--- config.mk ---
export PLATFORM = sky130hd
export DESIGN_NAME = ysyx_23060208_idu_sb
export DESIGN_NICKNAME = d
export VERILOG_FILES = /design/src/rtl/ysyx_23060208_idu_sb.sv
export SDC_FILE = /design/constraint.sdc
export NUM_CORES = 1
export LEC_CHECK = 0
export ABC_AREA = 1
export ABC_CLOCK_PERIOD_IN_PS = 2950
export BUFFER_PORTS_ARGS = -buffer_cell sky130_fd_sc_hd__buf_2
export CAP_MARGIN = 20
export CORE_MARGIN = 8
export CORE_UTILIZATION = 40
export DETAILED_ROUTE_END_ITERATION = 16
export GPL_TIMING_DRIVEN = 1
export PLACE_DENSITY = 0.69
export SLEW_MARGIN = 0
export SYNTH_ARGS = -nofsm -noshare
export SYNTH_HDL_FRONTEND = slang
export SYNTH_SLANG_ARGS = --single-unit
--- constraint.sdc ---
create_clock -name clk -period 2.95 [get_ports clk]
set_clock_uncertainty 0.1 [all_clocks]
set_input_delay 0.295 -clock clk [delete_from_list [all_inputs] [get_ports clk]]
set_output_delay 0.295 -clock clk [all_outputs]
set_load 0.05 [all_outputs]
--- src/rtl/ysyx_23060208_idu_sb.sv ---
// Scoreboarded decode/issue stage between IFU and EXU.
// Optional writeback-to-issue bypass: define YSYX_23060208_WB_BYPASS_EN.
module ysyx_23060208_idu_sb #(
    parameter int DATA_WIDTH = 32,
    parameter int REG_WIDTH  = 5,
    parameter int CNT_WIDTH  = 2
) (
    input  logic                  clk,
    input  logic                  rst,
    input  logic                  ifu_to_idu_valid,
    input  logic [DATA_WIDTH-1:0] ifu_pc,
    input  logic [DATA_WIDTH-1:0] ifu_inst,
    output logic                  idu_allowin,
    output logic [REG_WIDTH-1:0]  rf_raddr1,
    output logic [REG_WIDTH-1:0]  rf_raddr2,
    input  logic [DATA_WIDTH-1:0] rf_rdata1,
    input  logic [DATA_WIDTH-1:0] rf_rdata2,
    input  logic                  wb_valid,
    input  logic [REG_WIDTH-1:0]  wb_waddr,
    input  logic [DATA_WIDTH-1:0] wb_wdata,
    input  logic                  flush,
    output logic                  idu_to_exu_valid,
    input  logic                  exu_allowin,
    output logic [DATA_WIDTH-1:0] idu_pc,
    output logic [DATA_WIDTH-1:0] idu_inst,
    output logic [DATA_WIDTH-1:0] idu_src1,
    output logic [DATA_WIDTH-1:0] idu_src2,
    output logic                  idu_valid_o,
    output logic [31:0]           stall_cycles
);
    localparam int NREG = 1 << REG_WIDTH;

    logic                  valid_q;
    logic [DATA_WIDTH-1:0] pc_q;
    logic [DATA_WIDTH-1:0] inst_q;
    logic [CNT_WIDTH-1:0]  pendCnt_q [NREG];
    logic [CNT_WIDTH-1:0]  pendCnt_d [NREG];
    logic [31:0]           stallCnt_q;

    logic [6:0]           opcode;
    logic [2:0]           funct3;
    logic [REG_WIDTH-1:0] rs1;
    logic [REG_WIDTH-1:0] rs2;
    logic [REG_WIDTH-1:0] rd;
    logic                 usesRs1;
    logic                 usesRs2;
    logic                 writesRd;
    logic                 bypass1;
    logic                 bypass2;
    logic                 hazard;
    logic                 readyGo;
    logic                 issue;

    assign opcode = inst_q[6:0];
    assign funct3 = inst_q[14:12];
    assign rs1    = inst_q[15 +: REG_WIDTH];
    assign rs2    = inst_q[20 +: REG_WIDTH];
    assign rd     = inst_q[7 +: REG_WIDTH];

    always_comb begin
        usesRs1  = 1'b0;
        usesRs2  = 1'b0;
        writesRd = 1'b0;
        case (opcode)
            7'b0010011: begin usesRs1 = 1'b1; writesRd = 1'b1; end
            7'b0110011: begin usesRs1 = 1'b1; usesRs2 = 1'b1; writesRd = 1'b1; end
            7'b1100111: begin usesRs1 = 1'b1; writesRd = 1'b1; end
            7'b1100011: begin usesRs1 = 1'b1; usesRs2 = 1'b1; end
            7'b0000011: begin usesRs1 = 1'b1; writesRd = 1'b1; end
            7'b0100011: begin usesRs1 = 1'b1; usesRs2 = 1'b1; end
            7'b1110011: begin
                usesRs1  = (funct3 == 3'b001) || (funct3 == 3'b010) || (funct3 == 3'b011);
                writesRd = (funct3 != 3'b000);
            end
            7'b0110111, 7'b0010111, 7'b1101111: writesRd = 1'b1;
            default: ;
        endcase
    end

`ifdef YSYX_23060208_WB_BYPASS_EN
    // A source whose last outstanding write retires this cycle can take wb data directly.
    assign bypass1 = wb_valid && (wb_waddr == rs1) && (rs1 != '0) && (pendCnt_q[rs1] == CNT_WIDTH'(1));
    assign bypass2 = wb_valid && (wb_waddr == rs2) && (rs2 != '0) && (pendCnt_q[rs2] == CNT_WIDTH'(1));
`else
    logic [DATA_WIDTH-1:0] unused_wbData;
    assign unused_wbData = wb_wdata;
    assign bypass1 = 1'b0;
    assign bypass2 = 1'b0;
`endif

    assign hazard = (usesRs1 && (rs1 != '0) && (pendCnt_q[rs1] != '0) && !bypass1)
                 || (usesRs2 && (rs2 != '0) && (pendCnt_q[rs2] != '0) && !bypass2)
                 || (writesRd && (rd != '0) && (pendCnt_q[rd] == {CNT_WIDTH{1'b1}}));

    assign readyGo          = !hazard;
    assign idu_to_exu_valid = valid_q && readyGo && !flush;
    assign idu_allowin      = !flush && (!valid_q || (readyGo && exu_allowin));
    assign issue            = idu_to_exu_valid && exu_allowin;

    assign rf_raddr1    = rs1;
    assign rf_raddr2    = rs2;
    assign idu_src1     = bypass1 ? wb_wdata : rf_rdata1;
    assign idu_src2     = bypass2 ? wb_wdata : rf_rdata2;
    assign idu_pc       = pc_q;
    assign idu_inst     = inst_q;
    assign idu_valid_o  = valid_q;
    assign stall_cycles = stallCnt_q;

    // Issue and retire on the same register cancel; a stray retire never underflows.
    always_comb begin
        for (int i = 0; i < NREG; i++) begin
            pendCnt_d[i] = pendCnt_q[i];
            if (i != 0) begin
                if (issue && writesRd && (rd == REG_WIDTH'(i))) begin
                    if (!(wb_valid && (wb_waddr == REG_WIDTH'(i)))) begin
                        pendCnt_d[i] = pendCnt_q[i] + CNT_WIDTH'(1);
                    end
                end else if (wb_valid && (wb_waddr == REG_WIDTH'(i)) && (pendCnt_q[i] != '0)) begin
                    pendCnt_d[i] = pendCnt_q[i] - CNT_WIDTH'(1);
                end
            end else begin
                pendCnt_d[i] = '0;
            end
        end
    end

    always_ff @(posedge clk) begin
        if (rst) begin
            valid_q    <= 1'b0;
            pc_q       <= '0;
            inst_q     <= '0;
            stallCnt_q <= '0;
            for (int i = 0; i < NREG; i++) begin
                pendCnt_q[i] <= '0;
            end
        end else begin
            if (flush) begin
                valid_q <= 1'b0;
            end else if (idu_allowin) begin
                valid_q <= ifu_to_idu_valid;
            end
            if (idu_allowin) begin
                pc_q   <= ifu_pc;
                inst_q <= ifu_inst;
            end
            if (valid_q && hazard && !flush) begin
                stallCnt_q <= stallCnt_q + 32'd1;
            end
            for (int i = 0; i < NREG; i++) begin
                pendCnt_q[i] <= pendCnt_d[i];
            end
        end
    end
endmodule

# --- Yosys cells after proc, flatten, opt, wreduce, memory -nomap -nowiden ---
# Memory sizes are Yosys's and may differ from the RTL's. A register that Yosys moved wholly into a read port is not among the register bits.
# Index checks and enable logic that the tools add are counted.
op_classes:
  eq_ne: 76
  n_div: 0
  multipliers: 0
  n_lt_le_gt_ge: 0
  n_addsub: 63
  n_mux: 137
  bitwise: 32
  shifts: 0
  n_reduce_logical: 156
op_table:
  columns: ["cell", "count"]
  rows:
  - ["two-way mux 2 bit", 125]
  - ["== test 5 bit (second input constant)", 32]
  - ["logical AND 1 bit", 107]
  - ["== test 5 x 4 -> 1 bit (second input constant)", 16]
  - ["nonzero test 2 bit", 33]
  - ["adder 2 x 1 -> 2 bit (second input constant)", 31]
  - ["subtractor 2 x 1 -> 2 bit (second input constant)", 31]
  - ["== test 5 x 3 -> 1 bit (second input constant)", 8]
  - ["adder 32 x 1 -> 32 bit (second input constant)", 1]
  - ["bitwise OR 1 bit", 32]
  - ["two-way mux 5 bit", 6]
  - ["== test 7 bit (second input constant)", 4]
  - ["== test 7 x 6 -> 1 bit (second input constant)", 3]
  - ["== test 5 x 2 -> 1 bit (second input constant)", 4]
  - ["nonzero test 5 bit", 3]
  - ["== test 7 x 5 -> 1 bit (second input constant)", 2]
  - ["== test 5 x 1 -> 1 bit (second input constant)", 2]
  - ["== test 7 x 2 -> 1 bit (second input constant)", 1]
  - ["OR reduction 7 bit", 1]
  - ["== test 3 x 2 -> 1 bit (second input constant)", 2]
  - ["OR reduction 6 bit", 1]
  - ["logical OR 1 bit", 5]
  - ["two-way mux 1 bit", 4]
  - ["one-hot mux 1 bit (2 select lines)", 2]
  - ["other kinds (6)", 8]
totals:
  wordCells: 469
  mem_bits_ro: 0
  in_bits: 171
  ff_bits: 97
  mem_bits_rw: 64
  n_memories: 1
  out_inout_bits: 173
  latchBits: 0
mem_list:
  columns: ["memory", "depth", "width", "read_ports", "rd_ports_with_merged_regs", "wr", "line", "text"]
  rows:
  - ["pendCnt_q", 32, 2, 34, 3, 32, "36", "logic [CNT_WIDTH-1:0] pendCnt_q [NREG];"]

# --- Logic depth before layout (Yosys ltp) ---
logic_depth:
  depth_word: 16
  mapped_depth: 20

# --- Worst setup path after synthesis ---
# OpenSTA, ideal clock, no wires.
synth_path:
  kind: "flip-flop to output port"
  startpoint: "register inst_q[4], in the netlist idu_inst[4]"
  endpoint: "output port idu_to_exu_valid"
  setup_slack_ns: -0.035
  required_time_ns: 2.555
  t_arrival_ns: 2.590
  path_buffers: 0
  path_stages_with_launch: 11
  path_cell_list: "dfxtp_1 > inv_2 > nand2_1 > nor2_1 > nand2_1 > nand3_1 > nor2_1 > nor2_1 > nand3_2 > nand3_4 > nor3_1"
synth_via:
  elab_chain_cells: 10
  word_cells_on_any_way: 27
  cone_classes: "10 x eq/ne; 3 x mux; 14 x reduce/logical"
synth_rtl:
  columns: ["element", "line", "text"]
  rows:
  - ["start: declaration", "35", "logic [DATA_WIDTH-1:0] inst_q;"]
  - ["start signal: assignment", "144", "inst_q <= ifu_inst;"]
  - ["== test 7 x 2 -> 1 bit (tied with other cells)", "64", "case (opcode)"]
  - ["OR reduction 6 bit (no source line) / OR reduction 3 bit (equally long branches)", null, null]
  - ["one-hot mux 1 bit (2 select lines) / two-way mux 1 bit (equally long branches)", "64", null]
  - ["logical AND 1 bit, on equally long branches (2 in series)", "91, 92", null]
  - ["logical OR 1 bit", "92", "|| (usesRs2 && (rs2 != '0) && (pendCnt_q[rs2] != '0) && !bypass2)"]
  - ["logical OR 1 bit (*)", "93", "|| (writesRd && (rd != '0) && (pendCnt_q[rd] == {CNT_WIDTH{1'b1}}));"]
  - ["zero test 1 bit (*)", "95", "assign readyGo = !hazard;"]
  - ["logical AND 1 bit (*) (2 in series)", "96", "assign idu_to_exu_valid = valid_q && readyGo && !flush;"]
  - ["end: declaration", "22", "output logic idu_to_exu_valid,"]
# Mark *: on every way between the ends. The rest lies on a longest branch, timed or not.

==> flow_metrics.py <==
metrics = {
    "detailed_routing": {
        "first_pass_iters": 5,
        "num_vias": 11300,
        "drtAntennaViolNets": 0,
        "drt-wirelength-per-cell_um": 16.2,
        "drt_iter0_markers": 920,
        "routed_wl_um": 34600,
        "vias_per_cell": 5.29,
        "drc": 0,
    },
    "global_route": {
        "grt_max_degree": 59,
        "grt-ovfl-total": 0,
        "antenna_found_initial": 2,
        "grt_pass1_vias": 10800,
        "track_usage": 0.217,
        "grt_first_pass_wirelength_um": 55200,
    },
    "worst_setup_path": {
        "crit_required_ns": 2.56,
        "cpPeakStageDelay_ns": 0.37,
        "worst-setup-path-type": "reg -> out",
        "cpMostUsedCell": "nand3_1",
        "r2r_cells": 17,
        "crit_path_cell_trace": "inv_4 > nand3_1 > nand3_1 > nand3_1 > nand3_1 > nand2_1 > nand2_1 > nand3_2 > nand2_2 > nor2_4 > nand2_2 > a21oi_4 > buf_4 > buf_8",
        "crit_arrival_ns": 2.47,
        "r2r_slack_ns": 0.27,
        "end_kind": "output port",
        "cp_max_fo": 15,
        "cp_slowest_cell": "dfxtp_2",
        "cp-start-kind": "flop",
    },
    "timing": {
        "worst_slack_ns": 0.0853,
        "fmax_mhz": 349,
        "worst_slew_margin_rel": 0.393,
        "hold_viol": 0,
        "period_minus_slack_ns": 2.86,
        "fin_crit_sh": 0.971,
        "slew_violations": 0,
        "setup_viol": 0,
        "tightest_slew_ns": 0.909,
        "hold_ws_ns": 0.00862,
        "finalSetupTns_ns": 0,
    },
    "floorplan": {
        "initial_core_util": 0.402,
        "core_region_area_um2": 25800,
        "dieWidth_um": 177,
        "fp.dieH_um": 177,
        "ioPinCount": 344,
        "row_count": 59,
        "die_area_um2": 31300,
    },
    "pwr": {
        "p_total_mw": 5.94,
        "peakVddDrop_mv": 0.348,
        "power.leakage_nw": 5.19,
        "p_per_area_nw_per_um2": 479,
    },
    "clocking": {
        "clkSinkCount": 174,
        "cts-root-buf": "clkbuf_16",
        "clkLatencyLatePin_ns": 0.45,
        "cts_buffer_depth": 2,
        "cts_tree": "yes",
        "cts_inserted_buffers": 17,
        "clkTransAtPathRegs_ns": 0.08,
        "htree_num_levels": 4,
    },
    "cells_and_area": {
        "area_growth_pct": 19.7,
        "n_fill_cell": 2614,
        "final_cells": 2140,
        "fin_area_um2": 12400,
        "drive_above_1_share": 0.186,
        "num-nets-final": 1962,
        "fin_util": 0.481,
    },
    "synthesis": {
        "synth_nets": 1807,
        "ys_types": 40,
        "syn_avg_cell_area_um2": 6.33,
        "synth_warnings": 0,
        "synthesis.area_um2": 10400,
        "synth-seq-cells": 174,
        "ys_seq_area_frac": 0.336,
        "syn_inst": 1635,
    },
    "worst_hold_path": {
        "hold_path_end": "idu_inst[18]$_SDFFE_PP0P_",
        "min_from": "ifu_inst[18]",
        "min_path_cells": 3,
        "hold_class": "in -> reg",
    },
    "run": {
        "drv_cap": 0,
    },
    "placement": {
        "hpwlAfterDp_um": 25600,
        "dp_slack_ns": 0.252,
        "place_area_um2": 11100,
        "place.gp.congestion": 1.03,
        "io_buffer_count": 183,
        "placed_cells": 2060,
    },
    "status": {
        "status": "complete, no violations",
    },
}
## sequential cells by signal (all words and copies together) (netlist names), named ones only
name          count
idu_inst         32
stall_cycles     32
idu_pc           32
pendCnt_q        62
idu_valid_o       1
## report_power, final
part | switching [mW] | internal [mW]
sequential | 0.0745 | 2.43
clock | 1.27 | 1.21
combinational | 0.689 | 0.269
total | 2.03 | 3.91
## synthesized netlist by cell type, drive strengths merged
cell type	n	area (um2)
a21boi	1	7.51
a21oi	108	544
a31oi	5	31.3
buf	105	787
clkbuf	23	86.3
clkinv	1	5.00
dfxtp	174	3480
ha	1	12.5
inv	140	528
nand2	306	1170
nand3	197	1030
nand3b	1	7.51
nand4	52	388
nor2	364	1410
nor3	32	188
nor3b	4	30.0
nor4	5	31.3
o2111ai	1	8.76
o211ai	1	7.51
o21a	4	30.0
o21ai	103	516
or2	1	6.26
xnor2	4	35.0
xor2	2	17.5
## how the worst max path moves through the flow
stage | endpoint | slack, ns | from | cells past startpoint
final | idu_allowin | 0.09 | flop | 14
after detailed placement | idu_inst[2]$_SDFFE_PP0P_ | 0.25 | flop | 15
after CTS | idu_allowin | 0.05 | flop | 14
after floorplan | stall_cycles[27]$_SDFFE_PP0P_ | 0.34 | idu_inst[0]$_SDFFE_PP0P_ | 15
after global routing | idu_allowin | -0.006 | pendCnt_q[13][1]$_SDFFE_PP0P_ | 13
after global placement | idu_inst[2]$_SDFFE_PP0P_ | 0.24 | flop | 15
## logic make-up (layout without fill, tap and decap cells)
| family | after synthesis | after routing | synth area share |
|---|---|---|---|
| other cells | 0 | 2 | 0 |
| compound gates | 223 | 223 | 0.111 |
| buf+inv | 269 | 437 | 0.136 |
| xor+xnor | 6 | 6 | 0.00507 |
| flops | 174 | 174 | 0.336 |
| simple gates | 962 | 962 | 0.411 |
| fa+ha+maj | 1 | 1 | 0.00121 |
## cell type report
type	count	area, um2	area share
diodes	2	5.00	0.000404
clock buffers	17	425	0.0343
clock inverters	15	225	0.0182
inverters	141	538	0.0434
multi-input cells	1192	5600	0.452
flip-flops and latches	174	3500	0.282
well taps	335	419	0.0338
repair buffers	264	1680	0.136
## cells in the final DEF, fill, tap and decap left out, drive strengths merged
master	n
nor2	364
inv	151
o21a	4
nand3	197
a21boi	1
o2111ai	1
ha	1
a31oi	5
diode	2
nor3b	4
o21ai	103
buf	219
nor4	5
dfxtp	174
nand3b	1
xor2	2
a21oi	108
dlygate4sd3	45
o211ai	1
xnor2	4
nand2	306
nand4	52
nor3	32
clkbuf	17
or2	1
clkinv	5
## critical path: cells and delay by family, from the launching register on
kind                   cells  cell delay (ns)
DFF                        1             0.37
and+or+nand+nor           10             1.06
buffers and inverters      3             0.43
AOI/OAI and AO/OA          1             0.16
## per-layer routing
metal  global-route usage  vias to the layer above  part of all wire  wire [um]
met3               0.0642                       77             0.094       3250
met1                0.264                     5190              0.41      14300
met5                    0                        -                 0          0
met4               0.0928                        0             0.032       1100
li1                     -                     5598                 -          -
met2                0.352                      454              0.46      16000
## what timing repair did
item | CTS | global route
setup endpoints to repair | 1 | 68
setup buffers | 1 | 0
gates cloned | 0 | 0
resized for setup | 10 | 38
endpoints found under the hold margin | 45 | 0
hold buffers | 45 | 0
pin swaps | 1 | 0
Power figures use the tool's default switching activity.
